==> src/rtl/prod_accum_pkg.sv <==
// -----------------------------------------------------------------------------
// prod_accum_pkg
//   Shared definitions for the product accumulator that sits behind the 32x32
//   array multiplier. It holds the default widths, the FSM state encodings and
//   the small decode helpers that the accumulator uses.
//
//   Contents:
//     PW_DEF  : default product width (multiplier output c)
//     GW_DEF  : default guard bits above the product width
//     CW_DEF  : default width of the term-count field
//     ST_*    : 2-bit FSM state encodings (legacy-compatible constants)
//     st_busy / st_in_ready / st_out_valid : output decodes from the state
// -----------------------------------------------------------------------------
package prod_accum_pkg;

  localparam int PW_DEF = 64;
  localparam int GW_DEF = 8;
  localparam int CW_DEF = 8;

  localparam logic [1:0] ST_IDLE = 2'd0;
  localparam logic [1:0] ST_ACC  = 2'd1;
  localparam logic [1:0] ST_DONE = 2'd2;

  // Handshake outputs depend on the state register alone, so neither
  // in_valid nor out_ready has a combinational path to an output.
  function automatic logic st_in_ready(input logic [1:0] st);
    return (st == ST_ACC);
  endfunction

  function automatic logic st_out_valid(input logic [1:0] st);
    return (st == ST_DONE);
  endfunction

  function automatic logic st_busy(input logic [1:0] st);
    return (st == ST_ACC) || (st == ST_DONE);
  endfunction

endpackage

==> src/rtl/prod_accum_add.sv <==
// -----------------------------------------------------------------------------
// acc_add
//   Combinational width-parameterised unsigned adder used for the running sum.
//   The carry out of the top bit is returned separately so the caller can
//   record a wrap of the accumulator.
//
//   Ports:
//     a    in  W  accumulator operand
//     b    in  W  zero-extended product operand
//     sum  out W  (a + b) mod 2^W
//     cout out 1  carry out of bit W-1
// -----------------------------------------------------------------------------
module acc_add #(
  parameter int W = 72
) (
  input  logic [W-1:0] a,
  input  logic [W-1:0] b,
  output logic [W-1:0] sum,
  output logic         cout
);

  logic [W:0] full;

  assign full = {1'b0, a} + {1'b0, b};
  assign sum  = full[W-1:0];
  assign cout = full[W];

endmodule

==> src/rtl/prod_accum.sv <==
// -----------------------------------------------------------------------------
// prod_accum
//   Sequential accumulator downstream of the 32x32 array multiplier. After a
//   start it sums len unsigned products, received over a valid/ready stream,
//   into a guard-extended register and then presents the total over a second
//   valid/ready handshake. Together with the multiplier this is the
//   multiply-accumulate (dot-product) path.
//
//   Parameters:
//     PW  product width (matches the multiplier output)
//     GW  guard bits; the accumulator is PW+GW bits wide
//     CW  width of the term-count field
//
//   Ports:
//     clk        in   1      rising-edge clock
//     rst_n      in   1      synchronous active-low reset
//     start      in   1      begin an accumulation (sampled in IDLE only)
//     len        in   CW     number of products to sum (sampled with start)
//     abort      in   1      synchronous cancel from any state
//     in_valid   in   1      product beat valid
//     in_ready   out  1      product beat accepted when in_valid && in_ready
//     in_prod    in   PW     unsigned product
//     out_valid  out  1      result available
//     out_ready  in   1      result consumed when out_valid && out_ready
//     out_sum    out  PW+GW  accumulated sum modulo 2^(PW+GW)
//     out_ovf    out  1      sticky carry-out seen during this accumulation
//     busy       out  1      high in ACC and DONE
// -----------------------------------------------------------------------------
module prod_accum
  import prod_accum_pkg::*;
#(
  parameter int PW = PW_DEF,
  parameter int GW = GW_DEF,
  parameter int CW = CW_DEF
) (
  input  logic             clk,
  input  logic             rst_n,
  input  logic             start,
  input  logic [CW-1:0]    len,
  input  logic             abort,
  input  logic             in_valid,
  output logic             in_ready,
  input  logic [PW-1:0]    in_prod,
  output logic             out_valid,
  input  logic             out_ready,
  output logic [PW+GW-1:0] out_sum,
  output logic             out_ovf,
  output logic             busy
);

  localparam int AW = PW + GW;

  logic [1:0]    state;
  logic [AW-1:0] acc;
  logic [CW-1:0] cnt;
  logic [CW-1:0] len_q;
  logic          ovf;

  logic [AW-1:0] prod_ext;
  logic [AW-1:0] acc_nxt;
  logic          acc_cout;
  logic [CW-1:0] cnt_nxt;
  logic          beat;

  // Zero-extend the product into the accumulator width. Written as a slice
  // assignment so GW=0 needs no zero-width replication.
  always_comb begin
    prod_ext          = '0;
    prod_ext[PW-1:0]  = in_prod;
  end

  acc_add #(
    .W (AW)
  ) u_add (
    .a    (acc),
    .b    (prod_ext),
    .sum  (acc_nxt),
    .cout (acc_cout)
  );

  assign cnt_nxt = cnt + 1'b1;
  assign beat    = (state == ST_ACC) && in_valid;

  // ---- state / accumulator register stage ----
  // Priority is reset, then abort, then start and the two handshakes. An
  // abort that coincides with an accepted beat discards that beat.
  always_ff @(posedge clk) begin
    if (!rst_n) begin
      state <= ST_IDLE;
      acc   <= '0;
      cnt   <= '0;
      len_q <= '0;
      ovf   <= 1'b0;
    end else if (abort) begin
      state <= ST_IDLE;
      acc   <= '0;
      cnt   <= '0;
      ovf   <= 1'b0;
    end else begin
      unique case (state)
        ST_IDLE: begin
          if (start) begin
            len_q <= len;
            acc   <= '0;
            cnt   <= '0;
            ovf   <= 1'b0;
            // A zero-length request completes immediately with a zero sum.
            state <= (len != '0) ? ST_ACC : ST_DONE;
          end
        end
        ST_ACC: begin
          if (beat) begin
            acc <= acc_nxt;
            ovf <= ovf | acc_cout;
            cnt <= cnt_nxt;
            if (cnt_nxt == len_q) begin
              state <= ST_DONE;
            end
          end
        end
        ST_DONE: begin
          // Sum and overflow stay frozen until the result is taken; start is
          // deliberately not looked at here.
          if (out_ready) begin
            state <= ST_IDLE;
          end
        end
        default: begin
          state <= ST_IDLE;
        end
      endcase
    end
  end

  // ---- output decode (state register only) ----
  assign in_ready  = st_in_ready(state);
  assign out_valid = st_out_valid(state);
  assign busy      = st_busy(state);
  assign out_sum   = acc;
  assign out_ovf   = ovf;

endmodule
==> config.mk <==
export PLATFORM = sky130hd
export DESIGN_NAME = prod_accum
export DESIGN_NICKNAME = d
export VERILOG_FILES = /design/src/rtl/prod_accum_pkg.sv /design/src/rtl/prod_accum_add.sv /design/src/rtl/prod_accum.sv
export SDC_FILE = /design/constraint.sdc
export NUM_CORES = 1
export LEC_CHECK = 0
export ABC_AREA = 1
export CORE_MARGIN = 3
export CORE_UTILIZATION = 45
export DETAILED_ROUTE_END_ITERATION = 7
export PLACE_DENSITY = 0.78
export SYNTH_ARGS = -nofsm -noshare
export SYNTH_HDL_FRONTEND = slang
export SYNTH_HIERARCHICAL = 1
export SYNTH_SLANG_ARGS = --single-unit
==> constraint.sdc <==
create_clock -name clk -period 2.8 [get_ports clk]
set_clock_uncertainty 0.05 [all_clocks]
set_input_delay 0.28 -clock clk [delete_from_list [all_inputs] [get_ports clk]]
set_output_delay 0.28 -clock clk [all_outputs]
set_load 0.02 [all_outputs]
==> flow_summary.ini, run 1 <==
[outcome]
outcome = complete, no violations

[critical_path]
crit_required_ps = 3050
critPathBufInv = 1
worstRegToRegCells = 13
crit_type = reg -> reg
end_kind = flip-flop
cpLargestDelayFamily = simple AND/OR/NAND/NOR gates
arrival_ps = 2770
crit_top_cell = nand2_1
critPathMaxFanout = 3
cp-start-kind = flip-flop
crit_slowest_cell = dfxtp_1
worst-path-stages = 13
path_cells = ha_1 -> nand2_1 -> nor2_1 -> inv_1 -> nor2_1 -> nand2_1 -> nor3_1 -> nand2_2 -> nand2_1 -> nand2_1 -> nand2_1 -> nand2_1 -> a21oi_1
cpPeakStageDelay_ps = 380

[yosys]
synth.distinct_cells = 39
yosysSeqAreaShare = 0.1837
yosys_register_bits = 91
yosysWarningCount = 6
avgSynthCellArea_sq_um = 5.554
synth_area_sq_um = 9915
postSynthCellCount = 1785

[detailed_routing]
vias_per_cell = 5.106
via_count = 11500
wl_mm = 34.99
first_iter_violations = 1048
first_pass_iters = 5
ant_nets = 0
drt-wirelength-per-cell_um = 15.54
route.detailed.drc = 0

[sta]
finalHoldViolations = 0
finalSetupViolations = 0
period_share = 0.9010
fmax_ghz = 0.3964
slew_violations = 0
period_needed_ps = 2523
rsz0062_at_grt = no
fin_tns_setup_ps = 0

[cells_and_area]
drive_gt1_frac = 0.08245
final_common_cell = nand2_1
multi_input_area_sq_um = 6793
final_core_util = 0.5770
nFillCells = 2198
seqCellArea_sq_um = 1822
syn_to_final_growth_pct = 24.27
antenna_cells = 0
fin_nets = 2127
layout_common_cells = nand2_1 (680), inv_1 (297), a21oi_1 (172)

[clock_tree]
clk_latency_ps = 370
path_clk_slew_ps = 80
root_buffer = clkbuf_16
cts_resized = 0
cts_hold_buf = 0
numClockSinks = 91
cts_tree = yes
cts_inserted_buffers = 9
cts_buffer_depth = 2
post_cts_buffers = 0
cts_max_level = 3

[die]
die-area_sq_um = 23850
initial_core_util = 0.4643
io_pins = 154
fp-row-count = 53
die_h_um = 154.4
dieWidth_um = 154.4
core_sq_um = 21350

[global_routing]
grt_pass1_vias = 10540
grt_pass1_wl_mm = 55.15
grt-ovfl-total = 0
antenna_found_initial = 1
grt_max_degree = 81
track_usage = 0.2884

[power]
power_density_nw_per_um2 = 289.3
p_int_mw = 2.310
finalPower_mw = 3.564
p_comb_frac = 0.256
p_seq_frac = 0.376
p_sw_frac = 0.3520
switching_power_mw = 1.255
p_clk_frac = 0.368
ir_worst_vdd_mv = 0.3693
leakage_nw = 6.141

[run]
cap_violations = 0

[worst_hold_path]
min_path_cells = 2
hold_class = reg -> reg

[placement]
place_congestion = 1.000
post-dp-hpwl_mm = 28.49
portBuffers = 153
## Yosys cell counts, drive strengths merged
library cell	number	area, sq um
xor2	36	315.3
nand4	5	31.28
dfxtp	91	1822
nor3	23	125.1
ha	76	950.9
a21oi	173	869.6
o21ai	45	236.5
o21a	3	22.52
and2	2	12.51
or2	4	25.02
fa	1	20.02
clkinv	1	3.750
nand2	734	2915
a31oi	4	25.02
clkbuf	15	56.30
conb	1	3.750
inv	312	1171
nor2	154	648.1
xnor2	3	26.28
a21boi	1	7.510
buf	11	95.08
o21bai	5	41.29
o31ai	1	7.510
o211ai	1	7.510
a21o	2	15.01
nand3	81	460.5
## worst min-delay path: stages, from the launching register on
cell and delay (ps):
dfxtp_1 310, inv_1 70, a21oi_1 60
## stage by stage
stage	worst slack (ps)	cells	hold WS, ps	instance area, sq um
after floorplan	581.9	1792	364.9	9941
after global placement	40.86	2236	408.6	12020
after detailed placement	49.86	2236	417.6	12020
after CTS	376.3	2252	429.0	12320
after global routing	119.1	2252	461.9	12320
final	277.3	2252	428.8	12320
## final timing paths
kind                                    end  slack, ps   startpoint
worst min-delay path               len_q[2]        430     len_q[2]
worst max register to register  out_sum[67]        280  out_sum[57]
worst max-delay path            out_sum[67]        280  out_sum[57]
worst min register to register     len_q[2]        430     len_q[2]
## logic make-up after synthesis
family	after synthesis	share of synthesized area
compound gates	235	0.1243
simple gates	1003	0.4254
fa+ha+maj	77	0.09793
flops	91	0.1837
buf+inv	339	0.1338
xor+xnor	39	0.03445
other cells	1	0.0003782
## power by group through the flow
| stage | sequential [mW] | clock (mW) | combinational [mW] |
|---|---|---|---|
| after floorplan | 1.38 | 0 | 0.546 |
| after global placement | 1.37 | 0 | 0.899 |
| after detailed placement | 1.37 | 0 | 0.904 |
| after CTS | 1.34 | 1.34 | 0.908 |
| after global routing | 1.34 | 1.40 | 1.00 |
| final | 1.34 | 1.31 | 0.913 |
## sequential cells by signal, summed over array words and instances (netlist names)
signal   flops
out_sum     72
cnt          8
len_q        8
state        2
out_ovf      1
## routing by layer
layer,track usage,vias to the layer above,part of all wire
met2,0.4399,477,0.42
li1,-,5863,-
met3,0.06184,39,0.097
met1,0.4119,5117,0.46
met4,0.07780,2,0.022
met5,0,-,0.00031
## layout make-up
| class | count | area share |
|---|---|---|
| multi-input combinational | 1362 | 0.5513 |
| timing repair buffer | 195 | 0.1529 |
| sequential | 91 | 0.1479 |
| inverter | 313 | 0.09536 |
| tap | 275 | 0.02793 |
| clock buffer | 9 | 0.01828 |
| clock inverter | 7 | 0.006296 |
(Power assumes the default switching activity.)
==> inputs of run 2 (changes only) <==
CELL_PAD_IN_SITES_DETAIL_PLACEMENT = 0   (was not set)
CELL_PAD_IN_SITES_GLOBAL_PLACEMENT = 1   (was not set)
CORE_UTILIZATION = 38   (was 45)
PLACE_DENSITY = 0.92   (was 0.78)
TNS_END_PERCENT = 20   (was not set)
==> flow_summary.ini, run 2 (synthesized netlist as in run 1, its figures left out) <==
[detailed_routing]
first_pass_iters = 5
via_count = 11300
first_iter_violations = 941
wl_mm = 35.73
vias_per_cell = 4.889
drt-wirelength-per-cell_um = 15.46
route.detailed.drc = 0
ant_nets = 0

[cells_and_area]
nFillCells = 2797
fin_nets = 2131
antenna_cells = 0
drive_gt1_frac = 0.08380
syn_to_final_growth_pct = 25.24
final_common_cell = nand2_1
fin_area_sq_um = 12420
largest_reg_flops = 72
layout_common_cells = nand2_1 (680), inv_1 (297), a21oi_1 (172)

[clock_tree]
cts_max_level = 3
clk_latency_ps = 360
post_cts_buffers = 0
cts_tree = yes
cts_inserted_buffers = 9
cts_buffer_depth = 2
cts_hold_buf = 0
path_clk_slew_ps = 80
root_buffer = clkbuf_16
cts_resized = 0
numClockSinks = 91

[outcome]
outcome = complete, no violations

[sta]
worst_pin_slew_ps = 797.7
fmax_ghz = 0.3791
rsz0062_at_grt = no
fin_tns_setup_ps = 0
whs_ps = 422.7
slew_violations = 0
finalSetupViolations = 0
slew_headroom = 0.4682
period_share = 0.9421
period_needed_ps = 2638
finalHoldViolations = 0

[critical_path]
arrival_ps = 2880
crit_top_cell = nand2_1
crit_slowest_cell = ha_1
path_cells = ha_1 -> nand2_1 -> nor2_1 -> inv_1 -> nor2_1 -> nand2_1 -> nor3_1 -> nand2_2 -> nand2_1 -> nand2_1 -> nand2_1 -> nand2_1 -> a21oi_1
crit_type = reg -> reg
cp-start-kind = flip-flop
end_kind = flip-flop
crit_required_ps = 3040
cpPeakStageDelay_ps = 430
critPathMaxFanout = 5

[global_routing]
track_usage = 0.2494
grt-ovfl-total = 0
antenna_found_initial = 0
grt_pass1_wl_mm = 56.48
grt_pass1_vias = 10700
grt_max_degree = 80

[die]
fp-row-count = 58
die-area_sq_um = 28060
core_sq_um = 25400
initial_core_util = 0.3903
die_h_um = 167.5
dieWidth_um = 167.5
io_pins = 154

[placement]
dpl-instance-area_sq_um = 12130
post-dp-hpwl_mm = 29.30
portBuffers = 153
place_congestion = 1.006

[power]
leakage_nw = 6.157
ir_worst_vdd_mv = 0.2313
finalPower_mw = 3.543
power_density_nw_per_um2 = 285.3

[run]
cap_violations = 0

[worst_hold_path]
hold_class = reg -> reg
-- run 2: cell type report --
cell class                      count  area, sq um  area share
Timing Repair Buffer              199         1927      0.1552
Sequential cell                    91         1822      0.1467
Clock buffer                       11        242.7     0.01955
Clock inverter                      5        45.04    0.003628
Inverter                          313         1175     0.09462
Multi-Input combinational cell   1362         6793      0.5471
Tap cell                          330        412.9     0.03325
-- run 2: path summary, 6_finish.rpt --
path,start,endpoint,slack [ps],cells past startpoint
setup / recovery,out_sum[60],out_sum[69],160,13
hold / removal,len_q[2],len_q[2],420,2
setup reg to reg,out_sum[60],out_sum[69],160,13
hold reg to reg,len_q[2],len_q[2],420,2
-- run 2: worst max-delay path, delay by kind of cell, from the launching register on --
| kind | cells | cell delay, ps |
|---|---|---|
| buffers and inverters | 1 | 80 |
| DFF | 1 | 370 |
| AOI/OAI and AO/OA | 1 | 140 |
| adders and majority gates | 1 | 430 |
| and+or+nand+nor | 10 | 1490 |
-- run 2: per-layer routing --
layer  vias up  part of all wire  track usage
li1       5864                 -            -
met1      5095              0.47       0.3385
met2       295              0.45       0.4178
met3        44             0.053      0.03022
met4         0             0.025      0.07079
met5         -                 0            0
-- run 2: report_power, final --
part	switching, mW	internal, mW
combinational	0.559	0.361
sequential	0.0198	1.32
clock	0.639	0.645
total	1.22	2.32
-- run 2: metrics by stage --
step                      std cells  utilization  setup WS [ps]
after floorplan                1792            -          581.9
after global placement         2295       0.4775         -52.55
after detailed placement       2295       0.4775         -60.34
after CTS                      2311       0.4889          263.8
after global routing           2311       0.4889          4.553
final                          2311       0.4889          162.2
